<file path="config.mk">
export PLATFORM = sky130hd
export DESIGN_NAME = interrupt_handler
export DESIGN_NICKNAME = d
export VERILOG_FILES = /design/src/rtl/interrupt_pkg.sv /design/src/rtl/interrupt_priority_encoder.sv /design/src/rtl/interrupt_handler.sv
export SDC_FILE = /design/constraint.sdc
export NUM_CORES = 1
export LEC_CHECK = 0
export CAP_MARGIN = 10
export CORE_MARGIN = 2
export CORE_UTILIZATION = 35
export DETAILED_ROUTE_END_ITERATION = 6
export DONT_BUFFER_PORTS = 1
export PLACE_DENSITY = 0.59
export SKIP_LAST_GASP = 1
export SYNTH_ARGS = -nofsm -noshare
export SYNTH_HDL_FRONTEND = slang
export SYNTH_SLANG_ARGS = --single-unit
</file>
<file path="constraint.sdc">
create_clock -name clock -period 4.05 [get_ports clock]
set_clock_uncertainty 0.2 [all_clocks]
set_input_delay 1.0125 -clock clock [delete_from_list [all_inputs] [get_ports clock]]
set_output_delay 1.0125 -clock clock [all_outputs]
set_load 0.01 [all_outputs]
</file>
<file path="src/rtl/interrupt_pkg.sv">
// Shared defaults and types for the interrupt handler block.
`default_nettype none

package interrupt_pkg;

   localparam int DEFAULT_WIDTH         = 16;
   localparam int DEFAULT_ADDRESS_WIDTH = 32;
   localparam logic [DEFAULT_ADDRESS_WIDTH-1:0] DEFAULT_IVT_BASE = 32'h0000_0000;
   localparam int DEFAULT_ENTRY_SHIFT   = 2;

   localparam int IDX_W = $clog2(DEFAULT_WIDTH);

   typedef logic [IDX_W-1:0] line_idx_t;

endpackage : interrupt_pkg

`default_nettype wire

</file>
<file path="src/rtl/interrupt_priority_encoder.sv">
// Fixed-priority encoder: reports the lowest set bit of vec (bit 0 highest priority).
`default_nettype none

module interrupt_priority_encoder #(
   parameter int WIDTH = 16,
   parameter int IDX_W = $clog2(WIDTH)
) (
   input  logic [WIDTH-1:0] vec,
   output logic             valid,
   output logic [IDX_W-1:0] index
);

   // Scan from the top down so the last hit, the lowest index, wins.
   always_comb begin
      valid = 1'b0;
      index = '0;
      for (int i = WIDTH - 1; i >= 0; i--) begin
         if (vec[i]) begin
            valid = 1'b1;
            index = IDX_W'(i);
         end
      end
   end

endmodule : interrupt_priority_encoder

`default_nettype wire

</file>
<file path="src/rtl/interrupt_handler.sv">
// Pending-interrupt register, fixed-priority arbitration and vector address generation.
// Optional macro INTERRUPT_HANDLER_MASK_EN adds a per-line interruptMask input.
`default_nettype none

module interrupt_handler
   import interrupt_pkg::*;
#(
   parameter int                         WIDTH         = DEFAULT_WIDTH,
   parameter int                         ADDRESS_WIDTH = DEFAULT_ADDRESS_WIDTH,
   parameter logic [ADDRESS_WIDTH-1:0]   IVT_BASE      = ADDRESS_WIDTH'(DEFAULT_IVT_BASE),
   parameter int                         ENTRY_SHIFT   = DEFAULT_ENTRY_SHIFT
) (
   input  logic                     clock,
   input  logic                     reset,
   input  logic [WIDTH-1:0]         externalInterrupt,
   input  logic [WIDTH-1:0]         setInterrupt,
   input  logic [WIDTH-1:0]         resetInterrupt,
`ifdef INTERRUPT_HANDLER_MASK_EN
   input  logic [WIDTH-1:0]         interruptMask,
`endif
   input  logic                     PSWI,
   output logic                     interruptRequest,
   output logic [ADDRESS_WIDTH-1:0] address
);

   localparam int LINE_IDX_W = $clog2(WIDTH);

   logic [WIDTH-1:0]      pending;
   logic [WIDTH-1:0]      eligible;
   logic                  win_valid;
   logic [LINE_IDX_W-1:0] win_idx;
   logic [ADDRESS_WIDTH-1:0] win_offset;

   // Set and external sources override an acknowledge on the same line.
   always_ff @(posedge clock) begin
      if (reset) begin
         pending <= '0;
      end else begin
         pending <= externalInterrupt | setInterrupt | (pending & ~resetInterrupt);
      end
   end

`ifdef INTERRUPT_HANDLER_MASK_EN
   assign eligible = pending & ~interruptMask;
`else
   assign eligible = pending;
`endif

   interrupt_priority_encoder #(
      .WIDTH (WIDTH),
      .IDX_W (LINE_IDX_W)
   ) u_priority_encoder (
      .vec   (eligible),
      .valid (win_valid),
      .index (win_idx)
   );

   assign win_offset       = ADDRESS_WIDTH'(win_idx) << ENTRY_SHIFT;
   assign address          = win_valid ? (IVT_BASE + win_offset) : IVT_BASE;
   assign interruptRequest = PSWI & win_valid;

endmodule : interrupt_handler

`default_nettype wire

</file>
# Yosys cells after proc, flatten, opt, wreduce, memory -nomap -nowiden
# Index checks and enable logic that the tools add are counted.
[word_totals]
register_bits = 16
in_bits = 51
out_inout_bits = 33
wordCells = 39
[classes]
muxes = 33
bitwise = 5
[op_table]
columns = ["operator", "n"]
rows = [
  ["4-bit two-way mux", 16],
  ["16-bit OR", 2],
  ["16-bit AND", 1],
  ["1-bit two-way mux", 16],
  ["16-bit NOT", 1],
  ["6-bit two-way mux", 1],
  ["1-bit AND", 1],
]

# Logic depth before layout (Yosys ltp)
[logic_depth]
depth_word = 17
depth_mapped = 4
ltp_nobuf = 4

# Modules after synthesis
# From an unflattened synthesis, not the netlist that was laid out.
[unflattened]
hier_cells = 133
hier_area_um2 = 1053.5
[by_module_without_submodules]
columns = ["module", "n_inst", "cells_per_inst", "area_per_inst_um2", "seq_area_each_um2"]
rows = [
  ["interrupt_handler", 1, 100, 874.6, 320.3],
  ["interrupt_priority_encoder", 1, 33, 178.9, 0.0],
]

# Worst setup path after synthesis
# OpenSTA, ideal clock, no wires.
[synth_timing]
path_type = "input port to output port"
startpoint = "input PSWI"
endpoint = "output interruptRequest"
arrival_ps = 1159
required_ps = 2838
setup_slack_ps = 1679
stages = 1
path_buffers = 0
path_cell_list = "and2_1"
[synth_between]
elab_chain_cells = 1
[synth_rtl]
columns = ["item", "line", "rtl"]
rows = [
  ["start: declaration", "interrupt_handler.sv:21", "input logic PSWI,"],
  ["1-bit AND", "interrupt_handler.sv:60", "assign interruptRequest = PSWI & win_valid;"],
  ["end: declaration", "interrupt_handler.sv:22", "output logic interruptRequest,"],
]
# Every way passes these cells.

# Final worst setup path
[layout_timing]
startpoint = "register pending[10], in the netlist eligible[10]"
endpoint = "output address[4]"
[layout_between]
elab_chain_cells = 12
elab_cells_between_ends = 23
cone_classes = "mux: 23"
[layout_rtl]
columns = ["item", "line", "rtl"]
rows = [
  ["start: declaration", "interrupt_handler.sv:28", "logic [WIDTH-1:0] pending;"],
  ["start signal: assignment", "interrupt_handler.sv:39", "pending <= externalInterrupt | setInterrupt | (pending & ~resetInterrupt);"],
  ["4-bit two-way mux or 1-bit two-way mux (tied branches) (11 in series)", "interrupt_priority_encoder.sv:18", "if (vec[i]) begin"],
  ["6-bit two-way mux (*)", "interrupt_handler.sv:59", "assign address = win_valid ? (IVT_BASE + win_offset) : IVT_BASE;"],
  ["end: declaration", "interrupt_handler.sv:23", "output logic [ADDRESS_WIDTH-1:0] address"],
]
# Every way passes the cells marked *; elsewhere a longest branch is shown, timed or not.

==> qor.txt <==
==================================================================================================
Result of the run ...................................................................    completed
Vias post-DR ........................................................................          781
Number of hold violations in the final report .......................................            0
Final routed DRC violation total ....................................................            0
Area growth from synthesis to final layout ..........................................       -4.17%
Share of synthesized area occupied by flip-flops and latches ........................        0.324
Sum of net half-perimeters after detailed placement .................................      1.58 mm
Starting utilization of the core area ...............................................        0.365
Share of Yosys cell area claimed by the top area cell type ..........................        0.324
Placed inst area ....................................................................      912 µm²
Unrepaired setup endpoints after global routing .....................................        false
CTS Buf Count .......................................................................            3
Met2 wire len .......................................................................       977 µm
Routed length on met3 ...............................................................       201 µm
Register Area .......................................................................      320 µm²
Combined area of all synthesized cells ..............................................      990 µm²
Number of antenna-violating nets in the routed design ...............................            0
Number of global-route vias before repair ...........................................          708
Total number of nets in the final design ............................................          179
Final count of pins violating max slew ..............................................            0
Post-Syn Area per Cell ..............................................................     7.85 µm²
Reported leakage power ..............................................................     0.394 nW
Final core area utilization .........................................................        0.350
Post CTS Setup Buffer Count .........................................................            0
DRT Pass-1 Iters ....................................................................            4
Routed WL ...........................................................................      1.93 mm
Overall routing resource usage ......................................................        0.120
VDD IR-drop max .....................................................................     0.189 mV
Multi-input combinational cell area .................................................      546 µm²
Met1 layer wirelength in the final routing ..........................................       708 µm
Relative max-transition margin ......................................................        0.660
Max frequency .......................................................................      364 MHz
Placed cells ........................................................................          154
Core Area ...........................................................................     2710 µm²
Count of H-tree levels built during CTS .............................................            1
Row count ...........................................................................           19
Crit path DAT .......................................................................      1530 ps
Crit-path max FO ....................................................................            4
Kind of path behind the tightest hold check ......................................... flop to flop
Global-route wire length before repair ..............................................      3.00 mm
Number of inserted filler cells in the final layout .................................          296
Final Instance Count excl. Fillers ..................................................          158
Endpoints failing setup .............................................................            0
Die Y-Extent ........................................................................      57.2 µm
Buffers added on ports ..............................................................            0
Flip-flop count of the largest register, all copies and words added .................           16
Number of design-rule violations left by the first detailed-router iteration ........           21
Worst skew pair latency .............................................................       290 ps
TritonCTS clock tree ................................................................          yes
Sink count of the clock tree ........................................................           16
Pin count of the biggest net entering global routing ................................           17
Required time of the critical path ..................................................      2840 ps
Synthesized instance count ..........................................................          126
Finished layout cell area ...........................................................      948 µm²
Type of element launching the critical path .........................................         flop
Pwr/cell area .......................................................................   354 nW/µm²
IO Pins .............................................................................           84
Die Wd ..............................................................................      57.2 µm
Worst-case setup slack after placement ..............................................      1620 ps
Average routed wire per standard cell ...............................................      12.2 µm
Critical path class ................................................................. flop to output pin
Highest metal layer with signal wires ...............................................         met4
Buffers from clock root to sink, at most ............................................            2
Inserted Diodes .....................................................................            0
Total number of yosys warnings ......................................................            0
Clock root buffer ...................................................................     clkbuf_4
Yosys cell types ....................................................................           20
Total Die Area ......................................................................     3270 µm²
Count of hold-fix buffers inserted at cts ...........................................            0
Antenna violations before repair ....................................................            0
Avg Vias per Cell ...................................................................         4.94
Transition time of the tightest slew-check pin ......................................       507 ps
Remaining Overflow, GRT .............................................................            0
Max cap viols .......................................................................            0
Summed negative setup slack over all endpoints ......................................         0 ps
Crit end category ...................................................................   output pin
Number of resized instances in the post-cts repair step .............................            0
Cell types with the largest area share after synthesis .............................. dfxtp_1 32%, buf_4 21%, nand2b_1 13%
Final weighted congestion in routability-driven placement ...........................        0.749
Cell type with the highest aggregate area in the netlist ............................      dfxtp_1
Register bit total from synthesis ...................................................           16
Post-layout minimum cycle time ......................................................      2740 ps
Share of the clock period used by the worst path ....................................        0.677
Share of layout cells above drive strength 1 ........................................       0.0709
Final worst-path setup slack ........................................................      1310 ps
Clock transition time at the flip-flop clock pins of the worst setup and hold paths .        90 ps
==================================================================================================
## layout by cell type (no fill, tap or decap)
cell type	n
nor4_2	4
a21boi_0	1
nor4_1	1
dfxtp_1	16
or2b_1	1
nor3_2	1
nand2b_1	20
nand4_1	1
a21oi_1	18
o311ai_1	1
and2_1	1
a221oi_1	1
o21ai_0	2
conb_1	28
clkbuf_4	3
nand2_1	1
a311oi_1	2
nor2_1	22
clkbuf_8	1
inv_1	2
## routing by layer
| layer | global-route usage | vias to the layer above |
|---|---|---|
| li1 | - | 369 |
| met1 | 0.117 | 356 |
| met2 | 0.222 | 49 |
| met3 | 0.0385 | 7 |
| met4 | 0.0664 | 0 |
| met5 | 0 | - |
## cell families (layout without fill, tap and decap cells)
| kind of cell | count (synthesis) | count (layout) | synth area share |
|---|---|---|---|
| simple gates | 52 | 52 | 0.301 |
| flops | 16 | 16 | 0.324 |
| other cells | 1 | 28 | 0.00379 |
| buf+inv | 32 | 6 | 0.228 |
| compound gates | 25 | 25 | 0.144 |
## critical path, stage by stage (launching register included)
cell and delay [ps]:
dfxtp_1 350, nor4_2 400, nand2b_1 80, a21boi_0 400
## per-stage QoR
step / hold WS [ps] / power (mW)
finish: 312 / 0.336
global route: 334 / 0.355
CTS: 308 / 0.340
detailed placement: 295 / 0.233
global placement: 292 / 0.231
floorplan: 268 / 0.246
## Yosys cell counts, drive strengths merged
| cell | n |
|---|---|
| or2b | 1 |
| buf | 28 |
| nor4 | 5 |
| nand4 | 1 |
| nand2b | 20 |
| o311ai | 1 |
| conb | 1 |
| and2 | 1 |
| inv | 2 |
| a21oi | 18 |
| nor3 | 1 |
| a221oi | 1 |
| dfxtp | 16 |
| clkbuf | 2 |
| nor2 | 22 |
| a311oi | 2 |
| a21boi | 1 |
| nand2 | 1 |
| o21ai | 2 |
## worst paths after layout
path / from / endpoint / slack (ps) / depth (start not counted)
worst max-delay path: eligible[10] / address[4] / 1310 / 3
worst min-delay path: eligible[9] / eligible[9] / 310 / 2
worst max register to register: eligible[10] / eligible[10] / 3020 / 2
worst min register to register: eligible[9] / eligible[9] / 310 / 2
## power breakdown
part	switching [mW]	internal, mW
clock network	0.0506	0.0548
registers	0.0151	0.169
logic	0.0285	0.0181
total	0.0942	0.242
## cell type report
class / instances / share of cell area
clock buffers: 4 / 0.0383
flip-flops and latches: 16 / 0.338
multi-input cells: 105 / 0.575
inverters: 2 / 0.00792
well taps: 31 / 0.0409
Power figures use the tool's default switching activity.
